## src/rtl/jump_pkg.sv

```systemverilog
// jump_pkg -- shared definitions for the man_jump_physics block.
//   state_t      : FSM encoding (S_IDLE = 0, S_AIR = 1, S_DONE = 2)
//   Y_W / V_W    : height (unsigned) and velocity (signed) widths
//   GRAVITY_DEF  : default velocity decrement per frame tick
//   H_SPEED_DEF  : default horizontal advance per frame tick
//   sat_add_dist : saturating distance accumulator helper
`timescale 1ns/1ps
package jump_pkg;

  localparam int Y_W = 16;
  localparam int V_W = 9;

  localparam int unsigned GRAVITY_DEF = 1;
  localparam int unsigned H_SPEED_DEF = 2;

  typedef enum logic [1:0] {
    S_IDLE = 2'd0,
    S_AIR  = 2'd1,
    S_DONE = 2'd2
  } state_t;

  // Adds a 4-bit increment to the distance, clamping at all-ones.
  function automatic logic [Y_W-1:0] sat_add_dist(input logic [Y_W-1:0] a,
                                                  input logic [3:0]     inc);
    logic [Y_W:0] sum;
    sum = {1'b0, a} + {{(Y_W + 1 - 4){1'b0}}, inc};
    if (sum[Y_W]) begin
      return {Y_W{1'b1}};
    end else begin
      return sum[Y_W-1:0];
    end
  endfunction

endpackage

```

## src/rtl/man_jump_integrator.sv

```systemverilog
// man_jump_integrator -- combinational vertical-motion datapath.
//   i_y      : current height (unsigned, Y_W bits)
//   i_v      : current vertical velocity (signed, V_W bits)
//   o_y_next : y + v, low Y_W bits (only meaningful when o_land is low)
//   o_v_next : v - GRAVITY
//   o_land   : v <= 0 and y + v <= 0, evaluated on the full 17-bit signed sum
`timescale 1ns/1ps
module man_jump_integrator
  import jump_pkg::*;
#(
  parameter int unsigned GRAVITY = GRAVITY_DEF
) (
  input  logic        [Y_W-1:0] i_y,
  input  logic signed [V_W-1:0] i_v,
  output logic        [Y_W-1:0] o_y_next,
  output logic signed [V_W-1:0] o_v_next,
  output logic                  o_land
);

  localparam logic signed [V_W-1:0] G_V = V_W'(GRAVITY);

  logic signed [Y_W:0] w_y_ext;
  logic signed [Y_W:0] w_v_ext;
  logic signed [Y_W:0] w_sum;
  logic                w_v_nonpos;
  logic                w_sum_nonpos;

  assign w_y_ext  = $signed({1'b0, i_y});
  assign w_v_ext  = $signed({{(Y_W + 1 - V_W){i_v[V_W-1]}}, i_v});
  assign w_sum    = w_y_ext + w_v_ext;

  // Sign-bit tests avoid mixing signed/unsigned relational operators.
  assign w_v_nonpos   = i_v[V_W-1] | (i_v == {V_W{1'b0}});
  assign w_sum_nonpos = w_sum[Y_W] | (w_sum == {(Y_W + 1){1'b0}});

  assign o_y_next = w_sum[Y_W-1:0];
  assign o_v_next = i_v - G_V;
  assign o_land   = w_v_nonpos & w_sum_nonpos;

endmodule

```

## src/rtl/man_jump_physics.sv

```systemverilog
// man_jump_physics -- frame-ticked jump trajectory (height, distance, peak).
//   clk_machine    : 25 MHz clock
//   rst_machine_n  : asynchronous active-low reset
//   i_frame_tick   : one-cycle pulse per display frame
//   i_launch       : one-cycle jump request (only honoured in S_IDLE)
//   i_jump_v_init  : unsigned initial vertical velocity, sampled on launch
//   o_height       : height above ground (registered y)
//   o_dist         : horizontal distance of current/last jump, saturating
//   o_airborne     : high while in S_AIR
//   o_jump_done    : one-cycle landing pulse (the S_DONE cycle)
//   o_peak         : max height of current/last jump
// Optional feature macro: MAN_JUMP_PEAK_EN enables the peak tracker; without
// it o_peak is tied to zero and no peak register exists.
`timescale 1ns/1ps
module man_jump_physics
  import jump_pkg::*;
#(
  parameter int unsigned GRAVITY = GRAVITY_DEF,
  parameter int unsigned H_SPEED = H_SPEED_DEF
) (
  input  logic           clk_machine,
  input  logic           rst_machine_n,
  input  logic           i_frame_tick,
  input  logic           i_launch,
  input  logic [7:0]     i_jump_v_init,
  output logic [Y_W-1:0] o_height,
  output logic [Y_W-1:0] o_dist,
  output logic           o_airborne,
  output logic           o_jump_done,
  output logic [Y_W-1:0] o_peak
);

  localparam logic [3:0] H_INC = 4'(H_SPEED);

  state_t                r_state;
  state_t                w_state_next;
  logic        [Y_W-1:0] r_y;
  logic        [Y_W-1:0] w_y_next;
  logic signed [V_W-1:0] r_v;
  logic signed [V_W-1:0] w_v_next;
  logic        [Y_W-1:0] r_dist;
  logic        [Y_W-1:0] w_dist_next;
  logic                  r_airborne;
  logic                  r_done;

  logic        [Y_W-1:0] w_int_y_next;
  logic signed [V_W-1:0] w_int_v_next;
  logic                  w_land;
  logic                  w_launch_ok;
  logic                  w_tick_air;

  man_jump_integrator #(
    .GRAVITY (GRAVITY)
  ) u_integrator (
    .i_y      (r_y),
    .i_v      (r_v),
    .o_y_next (w_int_y_next),
    .o_v_next (w_int_v_next),
    .o_land   (w_land)
  );

  assign w_launch_ok = (r_state == S_IDLE) & i_launch;
  assign w_tick_air  = (r_state == S_AIR) & i_frame_tick;

  // Next-state and datapath update; a tick in the launch cycle is ignored
  // because integration only happens in S_AIR.
  always_comb begin
    w_state_next = r_state;
    w_y_next     = r_y;
    w_v_next     = r_v;
    w_dist_next  = r_dist;
    case (r_state)
      S_IDLE: begin
        if (i_launch) begin
          w_state_next = S_AIR;
          w_v_next     = $signed({1'b0, i_jump_v_init});
          w_y_next     = {Y_W{1'b0}};
          w_dist_next  = {Y_W{1'b0}};
        end else begin
          w_state_next = S_IDLE;
        end
      end
      S_AIR: begin
        if (i_frame_tick) begin
          w_dist_next = sat_add_dist(r_dist, H_INC);
          if (w_land) begin
            w_y_next     = {Y_W{1'b0}};
            w_state_next = S_DONE;
          end else begin
            w_y_next = w_int_y_next;
            w_v_next = w_int_v_next;
          end
        end else begin
          w_state_next = S_AIR;
        end
      end
      S_DONE: begin
        w_state_next = S_IDLE;
      end
      default: begin
        w_state_next = S_IDLE;
      end
    endcase
  end

  // State, datapath and registered status flags derived from the next state.
  always_ff @(posedge clk_machine or negedge rst_machine_n) begin
    if (!rst_machine_n) begin
      r_state    <= S_IDLE;
      r_y        <= {Y_W{1'b0}};
      r_v        <= {V_W{1'b0}};
      r_dist     <= {Y_W{1'b0}};
      r_airborne <= 1'b0;
      r_done     <= 1'b0;
    end else begin
      r_state    <= w_state_next;
      r_y        <= w_y_next;
      r_v        <= w_v_next;
      r_dist     <= w_dist_next;
      r_airborne <= (w_state_next == S_AIR);
      r_done     <= (w_state_next == S_DONE);
    end
  end

`ifdef MAN_JUMP_PEAK_EN
  logic [Y_W-1:0] r_peak;
  logic [Y_W-1:0] w_peak_next;

  // Peak tracker: on non-landing ticks y_next is strictly positive, so an
  // unsigned compare of the low bits is exact.
  always_comb begin
    w_peak_next = r_peak;
    if (w_launch_ok) begin
      w_peak_next = {Y_W{1'b0}};
    end else if (w_tick_air && !w_land && (w_int_y_next > r_peak)) begin
      w_peak_next = w_int_y_next;
    end else begin
      w_peak_next = r_peak;
    end
  end

  // Peak register.
  always_ff @(posedge clk_machine or negedge rst_machine_n) begin
    if (!rst_machine_n) begin
      r_peak <= {Y_W{1'b0}};
    end else begin
      r_peak <= w_peak_next;
    end
  end

  assign o_peak = r_peak;
`else
  assign o_peak = {Y_W{1'b0}};
`endif

  assign o_height    = r_y;
  assign o_dist      = r_dist;
  assign o_airborne  = r_airborne;
  assign o_jump_done = r_done;

endmodule

```

## config.mk

```make
export PLATFORM = sky130hd
export DESIGN_NAME = man_jump_physics
export DESIGN_NICKNAME = d
export VERILOG_FILES = /design/src/rtl/jump_pkg.sv /design/src/rtl/man_jump_integrator.sv /design/src/rtl/man_jump_physics.sv
export SDC_FILE = /design/constraint.sdc
export NUM_CORES = 1
export LEC_CHECK = 0
export ABC_AREA = 1
export CAP_MARGIN = 0
export CORE_ASPECT_RATIO = 1.2
export CORE_MARGIN = 2
export CORE_UTILIZATION = 49
export CTS_BUF_LIST = sky130_fd_sc_hd__clkbuf_16
export DETAILED_ROUTE_END_ITERATION = 16
export HOLD_SLACK_MARGIN = 0.06
export PLACE_DENSITY = 0.86
export SYNTH_ARGS = -nofsm -noshare
export SYNTH_HDL_FRONTEND = slang
export SYNTH_SLANG_ARGS = --single-unit
export TNS_END_PERCENT = 1
```

## constraint.sdc

```tcl
create_clock -name clk_machine -period 5.94 [get_ports clk_machine]
set_input_delay 0.891 -clock clk_machine [delete_from_list [all_inputs] [get_ports clk_machine]]
set_output_delay 0.891 -clock clk_machine [all_outputs]
set_load 0.01 [all_outputs]
```

==> results of run 1 <==
[state kept, by name, summed over array words and instances, names as in the netlist]
signal,count
o_airborne,1
o_dist,16
o_height,16
o_jump_done,1
r_state,2
r_v,9
[worst paths after layout]
path / from / to / slack, ns / cells after the start
max in group asynchronous: rst_machine_n / r_v[7] / 4.56 / 1
min reg2reg: o_dist[0] / o_dist[0] / 0.53 / 2
max reg2reg: r_state[1] / o_dist[6] / 2.70 / 8
max: i_frame_tick / o_dist[6] / 2.46 / 8
min in group asynchronous: rst_machine_n / r_v[1] / 0.76 / 1
min: o_dist[0] / o_dist[0] / 0.53 / 2
[cells in the final DEF (no fill, tap or decap), types with 2 or more instances in the layout]
cell	instances
clkdlybuf4s50_1	44
nor2_2	2
o211ai_1	4
o21ai_0	18
clkbuf_16	5
a21o_1	2
dfrtp_1	45
inv_2	3
nand3_1	38
nor3_1	6
xnor2_1	5
xor2_1	7
inv_1	67
conb_1	16
a21oi_1	15
nand2_1	190
nand2_2	7
o21ai_2	2
ha_1	18
clkinv_1	2
o221ai_1	2
nand2_4	3
nand3_2	12
nor2_1	43
nand4_1	10
[layout make-up]
type                            instances  area (um^2)  share of cell area
Clock buffer                            5          125              0.0297
Sequential cell                        45         1130               0.267
Inverter                               71          267              0.0633
Timing Repair Buffer                   45          445               0.106
Tap cell                               90          113              0.0267
Multi-Input combinational cell        413         2120               0.503
Clock inverter                          3         17.5             0.00416
[power by group through the flow]
stage               Clock, W  Sequential, W  Combinational, W
finish              0.000273       0.000582           0.00153
global route        0.000290       0.000598           0.00173
CTS                 0.000275       0.000578           0.00152
detailed placement         0       0.000581           0.00151
global placement           0       0.000578           0.00146
floorplan                  0       0.000580           0.00108
[through the flow]
stage                     hold slack [ns]  utilization  area [um^2]  total power [W]  setup slack [ns]
after detailed placement            0.522        0.563         4070          0.00209              2.19
after global routing                0.559        0.582         4210          0.00262              2.27
after CTS                           0.533        0.582         4210          0.00237              2.47
after global placement              0.515        0.563         4070          0.00204              2.31
after floorplan                     0.484            -         3700          0.00166              3.49
final                               0.533        0.582         4210          0.00238              2.46
[layer usage]
layer  GRT usage  share of wire  vias to the layer above
li1            -              -                     1764
met1       0.296           0.40                     1680
met2       0.419           0.51                      156
met4       0.122          0.037                        0
met3      0.0284          0.051                       35
met5           0              0                        -
[logic make-up (layout without fill, tap and decap cells)]
kind of cell	Yosys count	in the layout
xor gates and xnor gates	12	12
DFF	45	45
adders and majority gates	19	19
AOI/OAI and AO/OA	47	47
and+or+nand+nor	319	319
other	1	16
buffers and inverters	96	124
[critical path, stage by stage]
cell	delay (ns)
clkdlybuf4s50_1	0.49
inv_1	0.08
nor2_2	0.64
inv_2	0.33
nand2_2	0.44
inv_1	0.47
nand2_1	0.15
o311ai_0	0.13
==> results.tsv, run 1 <==
stage	metric	value	unit
sta	Tmin final	3.48	ns
synthesis	most frequent cell after synthesis	nand2_1	
drt	drt pass-1 iters	5	
power_and_ir_drop	switching power	0.00120	W
drt	1st-iter DRT viols	198	
global_route	gr ovfl total	0	
sta	worst-margin pin slew	0.990	ns
synthesis	number of synthesized flops with an enable pin	0	
finish	ANT cells	0	
global_route	first-pass GRT wire length	15.8	mm
floorplan	core area	7230	um^2
synthesis	Synth area leader	dfrtp_1	
worst_hold_path	Worst Hold Class	reg2reg	
synthesis	Cell variety after synth	41	
critical_path	Crit Path Max Fanout	24	
synthesis	main combinational cell family by area after synthesis	simple AND/OR/NAND/NOR gates	
drt	Routed WL	9.10	mm
power_and_ir_drop	power share of the clock group	0.115	
power_and_ir_drop	Power Internal	0.00118	W
drt	DR vias	3635	
synthesis	Ys Warns	0	
finish	Fillers	675	
sta	setup TNS	0	ns
global_route	vias in the first global route	3605	
finish	Layout Cells excl Fill	672	
critical_path	Worst EP arrival	3.62	ns
synthesis	top post-synthesis cells by area	dfrtp_1, nand2_1, inv_1, ha_1, nand3_1	
critical_path	critical path class	in2reg	
clocking	H-Tree Depth	2	
clocking	Post-CTS Resized	0	
critical_path	required time of the critical path	6.08	ns
clocking	TritonCTS clock tree	done	
synthesis	Post-Synth Simple-Gate Area	0.394	
floorplan	# IOs	62	
floorplan	Die Area	8140	um^2
power_and_ir_drop	Pleak	2.23	nW
critical_path	startpoint types	input port	
drt	routed len/inst	13.5	um
clocking	CTS max path bufs	2	
synthesis	Synth Instances	539	
sta	Rel. slew slack	0.340	
clocking	CTS buffer count	5	
finish	Nets	612	
floorplan	Die Y	98.5	um
floorplan	row cnt	34	
placement	placed insts	664	
placement	port bufs	45	
synthesis	Synth top cells by count	nand2_1, inv_1, dfrtp_1	
clocking	clock transition at the registers of the reported paths	0.06	ns
power_and_ir_drop	Sw Share	0.505	
sta	Pins Over Slew Limit	0	
synthesis	Post-Synth XOR/XNOR Area	0.0288	
synthesis	flops & latches, synth	45	
synthesis	fraction of registers with async set/reset	1.00	
floorplan	Initial Util	0.504	
sta	Worst Clk Skew	0.00837	ns
synthesis	Post-Syn Area per Cell	6.76	um^2
clocking	# hold bufs at CTS	0	
clocking	clock tree sinks	45	
flow_run	count of maximum capacitance violations	0	
global_route	initial antenna violation count	0	
sta	Fmax achieved	288	MHz
placement	Final Wtd Congestion	0.886	
synthesis	portion of netlist area occupied by mux cells	0	
floorplan	DIE WIDTH	82.7	um
synthesis	Main synth FF type	dfrtp_1	
synthesis	Synth top area share	0.309	
power_and_ir_drop	power density over the cells	566	nW/um^2
status	status	completed	
finish	share of cells above drive strength 1	0.0704	
drt	via/cell ratio	5.41	
clocking	clock root cell	clkbuf_16	
sta	final worst-path cycle share	0.586	
global_route	largest net degree at the start of global routing	46	
sta	RSZ-0062 raised after global routing	no	
clocking	Post-CTS Setup Repair Bufs	0	
sta	Final setup viols	0	
synthesis	sequential area share after synthesis	0.309	
drt	post-route antenna net violation count	0	
power_and_ir_drop	combinational share of power	0.641	
sta	final hold violations	0	
power_and_ir_drop	VDD IR-drop max	236	uV
global_route	GRT Resource Usage Total	0.244	
synthesis	Netlist Area Pre-Place	3640	um^2
placement	DP Wirelength	6.97	mm
finish	Area Overhead vs Synth	15.6	%
drt	DRC Markers	0	
critical_path	Setup crit end kind	flop	
synthesis	post-synthesis compound-gate area fraction	0.0752	
synthesis	Synth Area in Adders	0.0673	
power_and_ir_drop	Flop pwr share	0.244	
clocking	Clock Latency Late Sink	0.29	ns
No activity file was read; power rests on OpenSTA's default activity.
==> run 2: changes to the inputs <==
clock period = 3.6 ns   (was 5.94 ns; I/O delays follow)
==> results.tsv, run 2 (synthesis results as in run 1) <==
stage	metric	value	unit
status	status	completed	
global_route	gr ovfl total	0	
floorplan	Die Area	8140	um^2
global_route	vias in the first global route	3723	
floorplan	row cnt	34	
floorplan	Die Y	98.5	um
finish	Fillers	678	
power_and_ir_drop	switching power	0.00203	W
floorplan	DIE WIDTH	82.7	um
floorplan	# IOs	62	
clocking	Post-CTS Resized	0	
sta	final hold violations	0	
critical_path	R2R depth	16	
critical_path	Worst setup endpoint	r_v[6]	
clocking	clock transition at the registers of the reported paths	0.07	ns
sta	worst-margin pin slew	1.02	ns
flow_run	count of maximum capacitance violations	0	
sta	crit path setup slack, layout	0.823	ns
clocking	CTS max path bufs	2	
placement	DP Wirelength	7.07	mm
sta	setup TNS	0	ns
sta	Final setup viols	0	
finish	ANT cells	0	
drt	post-route antenna net violation count	0	
finish	share of cells above drive strength 1	0.0753	
finish	commonest cells after routing, fill and taps aside	nand2_1, inv_1, dfrtp_1, clkdlybuf4s50_1, nor2_1	
power_and_ir_drop	Power Internal	0.00197	W
placement	port bufs	45	
floorplan	Initial Util	0.504	
floorplan	core area	7230	um^2
finish	Nets	614	
global_route	initial antenna violation count	0	
critical_path	critical path class	reg2reg	
power_and_ir_drop	power share of the clock group	0.121	
critical_path	Setup crit end kind	flop	
drt	Routed WL	9.39	mm
clocking	CTS buffer count	5	
critical_path	R2R Setup Slk	0.82	ns
critical_path	required time of the critical path	3.78	ns
power_and_ir_drop	combinational share of power	0.642	
power_and_ir_drop	power density over the cells	945	nW/um^2
critical_path	startpoint types	flop	
drt	via/cell ratio	5.45	
sta	Tmin final	2.78	ns
critical_path	FF-to-FF Start	r_v[0]	
critical_path	Worst EP arrival	2.96	ns
clocking	TritonCTS clock tree	done	
critical_path	CP Launch Point	r_v[0]	
global_route	GRT Resource Usage Total	0.248	
global_route	largest net degree at the start of global routing	46	
clocking	# hold bufs at CTS	0	
power_and_ir_drop	Pleak	2.24	nW
critical_path	worst reg2reg path endpoint	r_v[6]	
drt	drt pass-1 iters	7	
finish	Area Overhead vs Synth	16.2	%
clocking	clock tree sinks	45	
sta	Rel. slew slack	0.320	
placement	worst slack at placement	0.907	ns
power_and_ir_drop	Flop pwr share	0.237	
power_and_ir_drop	VDD IR-drop max	535	uV
drt	1st-iter DRT viols	328	
clocking	clock root cell	clkbuf_16	
sta	Fmax achieved	360	MHz
drt	DRC Markers	0	
worst_hold_path	Worst Hold Class	in2async	
sta	final worst-path cycle share	0.772	
sta	Worst Clk Skew	0.0102	ns
placement	Final Wtd Congestion	0.878	
finish	most common cell after layout, fill and taps aside	nand2_1	
sta	Pins Over Slew Limit	0	
finish	Layout Cells excl Fill	674	
power_and_ir_drop	Sw Share	0.507	
placement	placed insts	666	
clocking	Post-CTS Setup Repair Bufs	0	
drt	routed len/inst	13.9	um
clocking	H-Tree Depth	2	
clocking	Clock Latency Late Sink	0.29	ns
global_route	first-pass GRT wire length	16.1	mm
drt	DR vias	3672	
sta	RSZ-0062 raised after global routing	no	
critical_path	Crit Path Max Fanout	12	
## run 2: changes by cell type in the layout (fill, tap and decap cells not counted)
cell	previous run	this run
clkinv_2	1	0
inv_6	0	3
clkinv_1	2	1
buf_4	0	2
clkinv_4	1	0
## run 2: worst min-delay path by stage
stage             startpoint            to  slack [ns]  depth (start not counted)
2_1_floorplan  rst_machine_n    o_airborne        0.24                          0
3_3_place_gp     o_height[7]   o_height[7]        0.50                          2
3_5_place_dp     o_height[2]   o_height[2]        0.50                          2
4_1_cts        rst_machine_n  o_height[10]        0.47                          1
5_1_grt        rst_machine_n  o_height[10]        0.52                          1
6_report       rst_machine_n        r_v[8]        0.43                          1
## run 2: worst max-delay path: stages (launching register included)
cell	delay, ns
dfrtp_1	0.39
ha_1	0.25
inv_1	0.08
fa_1	0.42
inv_1	0.13
nand2_1	0.06
nand2_1	0.13
nand4_1	0.18
nand3_2	0.12
inv_2	0.04
o21ai_2	0.12
xor2_1	0.18
nand2_2	0.12
nand2_4	0.19
nand2_4	0.12
nand2_1	0.08
nand2_1	0.06
## run 2: layer usage
layer  global-route usage  vias to the layer above  wire, um
li1                     -                     1773         -
met1                0.305                     1718      3710
met2                0.429                      152      4850
met3               0.0311                       29       521
met4               0.0996                        0       305
met5                    0                        -         0
## run 2: through the flow
step	hold WS, ns	power (W)	util	instance area, um^2
6_report	0.433	0.00400	0.586	4240
4_1_cts	0.468	0.00399	0.586	4240
2_1_floorplan	0.244	0.00274	-	3700
3_3_place_gp	0.498	0.00340	0.565	4080
5_1_grt	0.517	0.00437	0.586	4240
3_5_place_dp	0.502	0.00348	0.565	4080
## run 2: power by group through the flow
stage / clock (W) / combinational, W / sequential [W]
detailed placement: 0 / 0.00253 / 0.000951
finish: 0.000483 / 0.00257 / 0.000948
global placement: 0 / 0.00245 / 0.000946
global route: 0.000514 / 0.00287 / 0.000979
floorplan: 0 / 0.00178 / 0.000957
CTS: 0.000491 / 0.00255 / 0.000945
## run 2: final cells by class
type	count	area, um^2	area share
inverters	71	267	0.0629
clock inverters	3	26.3	0.00620
well taps	90	113	0.0266
clock buffers	5	125	0.0295
multi-input cells	413	2120	0.500
repair buffers	47	460	0.109
flip-flops and latches	45	1130	0.266
==> run 3: changes to the inputs <==
clock period = 2.57 ns   (was 3.6 ns; I/O delays follow)
==> results.tsv, run 3 (synthesis results as in run 1) <==
stage	metric	value	unit
status	status	complete, but fails checks	
status	failing checks	setup timing	
finish	Multi-input gate area	2160	um^2
floorplan	core area	7230	um^2
critical_path	Worst EP arrival	2.80	ns
floorplan	Die Area	8140	um^2
drt	post-route antenna net violation count	0	
clocking	Clock Latency Late Sink	0.29	ns
sta	crit path setup slack, layout	-0.0442	ns
placement	DP Wirelength	7.01	mm
sta	Tmin final	2.61	ns
placement	port bufs	45	
placement	placed instance area	4140	um^2
global_route	initial antenna violation count	0	
floorplan	Initial Util	0.504	
power_and_ir_drop	VDD IR-drop max	614	uV
finish	most common cell after layout, fill and taps aside	nand2_1	
global_route	first-pass GRT wire length	16.0	mm
floorplan	row cnt	34	
floorplan	# IOs	62	
placement	worst slack at placement	-0.0339	ns
flow_run	count of maximum capacitance violations	0	
sta	Fmax achieved	383	MHz
drt	routed len/inst	13.9	um
global_route	largest net degree at the start of global routing	35	
drt	via/cell ratio	5.38	
sta	Pins Over Slew Limit	0	
critical_path	startpoint types	flop	
power_and_ir_drop	Sw Share	0.504	
finish	ANT cells	0	
floorplan	Die Y	98.5	um
global_route	gr ovfl total	0	
power_and_ir_drop	power density over the cells	1320	nW/um^2
clocking	clock root cell	clkbuf_16	
critical_path	crit-path max cell delay	0.47	ns
placement	Final Wtd Congestion	0.902	
drt	DR vias	3685	
worst_hold_path	Worst Hold Class	reg2reg	
sta	Final setup viols	22	
critical_path	Crit Path Max Fanout	16	
drt	drt pass-1 iters	5	
critical_path	required time of the critical path	2.75	ns
sta	worst-margin pin slew	0.828	ns
power_and_ir_drop	Total Power	0.00577	W
critical_path	CP max-delay cell	fa_1	
clocking	clock tree sinks	45	
sta	Rel. slew slack	0.447	
finish	commonest cells after routing, fill and taps aside	nand2_1, inv_1, clkdlybuf4s50_1, dfrtp_1, nor2_1	
global_route	vias in the first global route	3563	
critical_path	CP delay by family, top	simple AND/OR/NAND/NOR gates	
finish	share of cells above drive strength 1	0.0992	
critical_path	Setup crit end kind	flop	
finish	final instance area	4360	um^2
finish	Area Overhead vs Synth	19.7	%
finish	sequential cell area	1130	um^2
critical_path	CP Buf/Inv Count	2	
power_and_ir_drop	switching power	0.00291	W
sta	Worst Clk Skew	0.00522	ns
power_and_ir_drop	combinational share of power	0.655	
clocking	clock transition at the registers of the reported paths	0.07	ns
finish	utilization after layout	0.603	
clocking	TritonCTS clock tree	done	
sta	final worst-path cycle share	1.02	
critical_path	CP Cell Sequence	ha_1 -> inv_1 -> fa_1 -> inv_1 -> or2_2 -> nor2_1 -> nand3_1 -> nor2_1 -> nand3_1 -> nor2_1 -> nand3_1 -> nand2_4 -> nand2_4 -> nand2_1 -> nand2_1	
power_and_ir_drop	Flop pwr share	0.226	
power_and_ir_drop	Pleak	2.28	nW
drt	Routed WL	9.53	mm
clocking	CTS max path bufs	2	
sta	final hold violations	0	
global_route	GRT Resource Usage Total	0.250	
finish	Fillers	662	
floorplan	DIE WIDTH	82.7	um
sta	RSZ-0062 raised after global routing	yes	
drt	1st-iter DRT viols	295	
power_and_ir_drop	power share of the clock group	0.119	
finish	Nets	625	
critical_path	critical path class	reg2reg	
drt	DRC Markers	0	
clocking	CTS buffer count	5	
clocking	H-Tree Depth	2	
power_and_ir_drop	Power Internal	0.00286	W
critical_path	R2R Setup Slk	-0.04	ns
[run 3: cell count changes in the layout (fill, tap and decap cells not counted), sizes merged]
cell,before,now
buf,3,13
dlygate4sd3,0,1
[run 3: layout make-up]
cell class	instances	area share
repair buffers	58	0.125
multi-input cells	413	0.494
flip-flops and latches	45	0.258
inverters	71	0.0611
clock buffers	5	0.0287
clock inverters	3	0.00660
well taps	90	0.0258
[run 3: metrics by stage]
stage / hold slack, ns / instances / setup TNS (ns)
4_1_cts: 0.526 / 685 / -0.0397
2_1_floorplan: 0.0899 / 554 / 0
5_1_grt: 0.552 / 685 / -4.22
3_3_place_gp: 0.309 / 673 / 0
3_5_place_dp: 0.309 / 673 / -0.231
6_report: 0.520 / 685 / -0.347
[run 3: final timing paths]
kind	startpoint	endpoint	cells after the start
max	o_height[0]	o_height[10]	15
min in group asynchronous	rst_machine_n	o_height[6]	2
max in group asynchronous	rst_machine_n	r_v[8]	3
min reg2reg	o_height[5]	o_height[5]	2
min	o_height[5]	o_height[5]	2
max reg2reg	o_height[0]	o_height[10]	15
[run 3: power by group through the flow]
stage,Sequential [W],Clock [W],Combinational [W]
finish,0.00130,0.000689,0.00378
global placement,0.00131,0,0.00351
floorplan,0.00134,0,0.00249
detailed placement,0.00131,0,0.00359
global route,0.00134,0.000732,0.00423
CTS,0.00129,0.000702,0.00373
[run 3: what timing repair did]
| action | 4_1_cts | 5_1_grt |
|---|---|---|
| endpoints found under the setup margin | 25 | 29 |
| gates resized for setup | 4 | 4 |
| pin swaps | 0 | 0 |
| hold endpoints to repair | 11 | 0 |
| setup buffers | 3 | 0 |
| hold buffers | 1 | 0 |
[run 3: per-layer routing]
layer / up-vias / track usage / wire, um
li1: 1791 / - / -
met1: 1701 / 0.302 / 3760
met2: 160 / 0.437 / 4900
met3: 33 / 0.0330 / 548
met4: 0 / 0.107 / 318
met5: - / 0 / 0
[run 3: worst min-delay path, delay by kind of cell (launching register included)]
family	cells	cell delay, ns
and+or+nand+nor	2	0.11
DFF	1	0.37
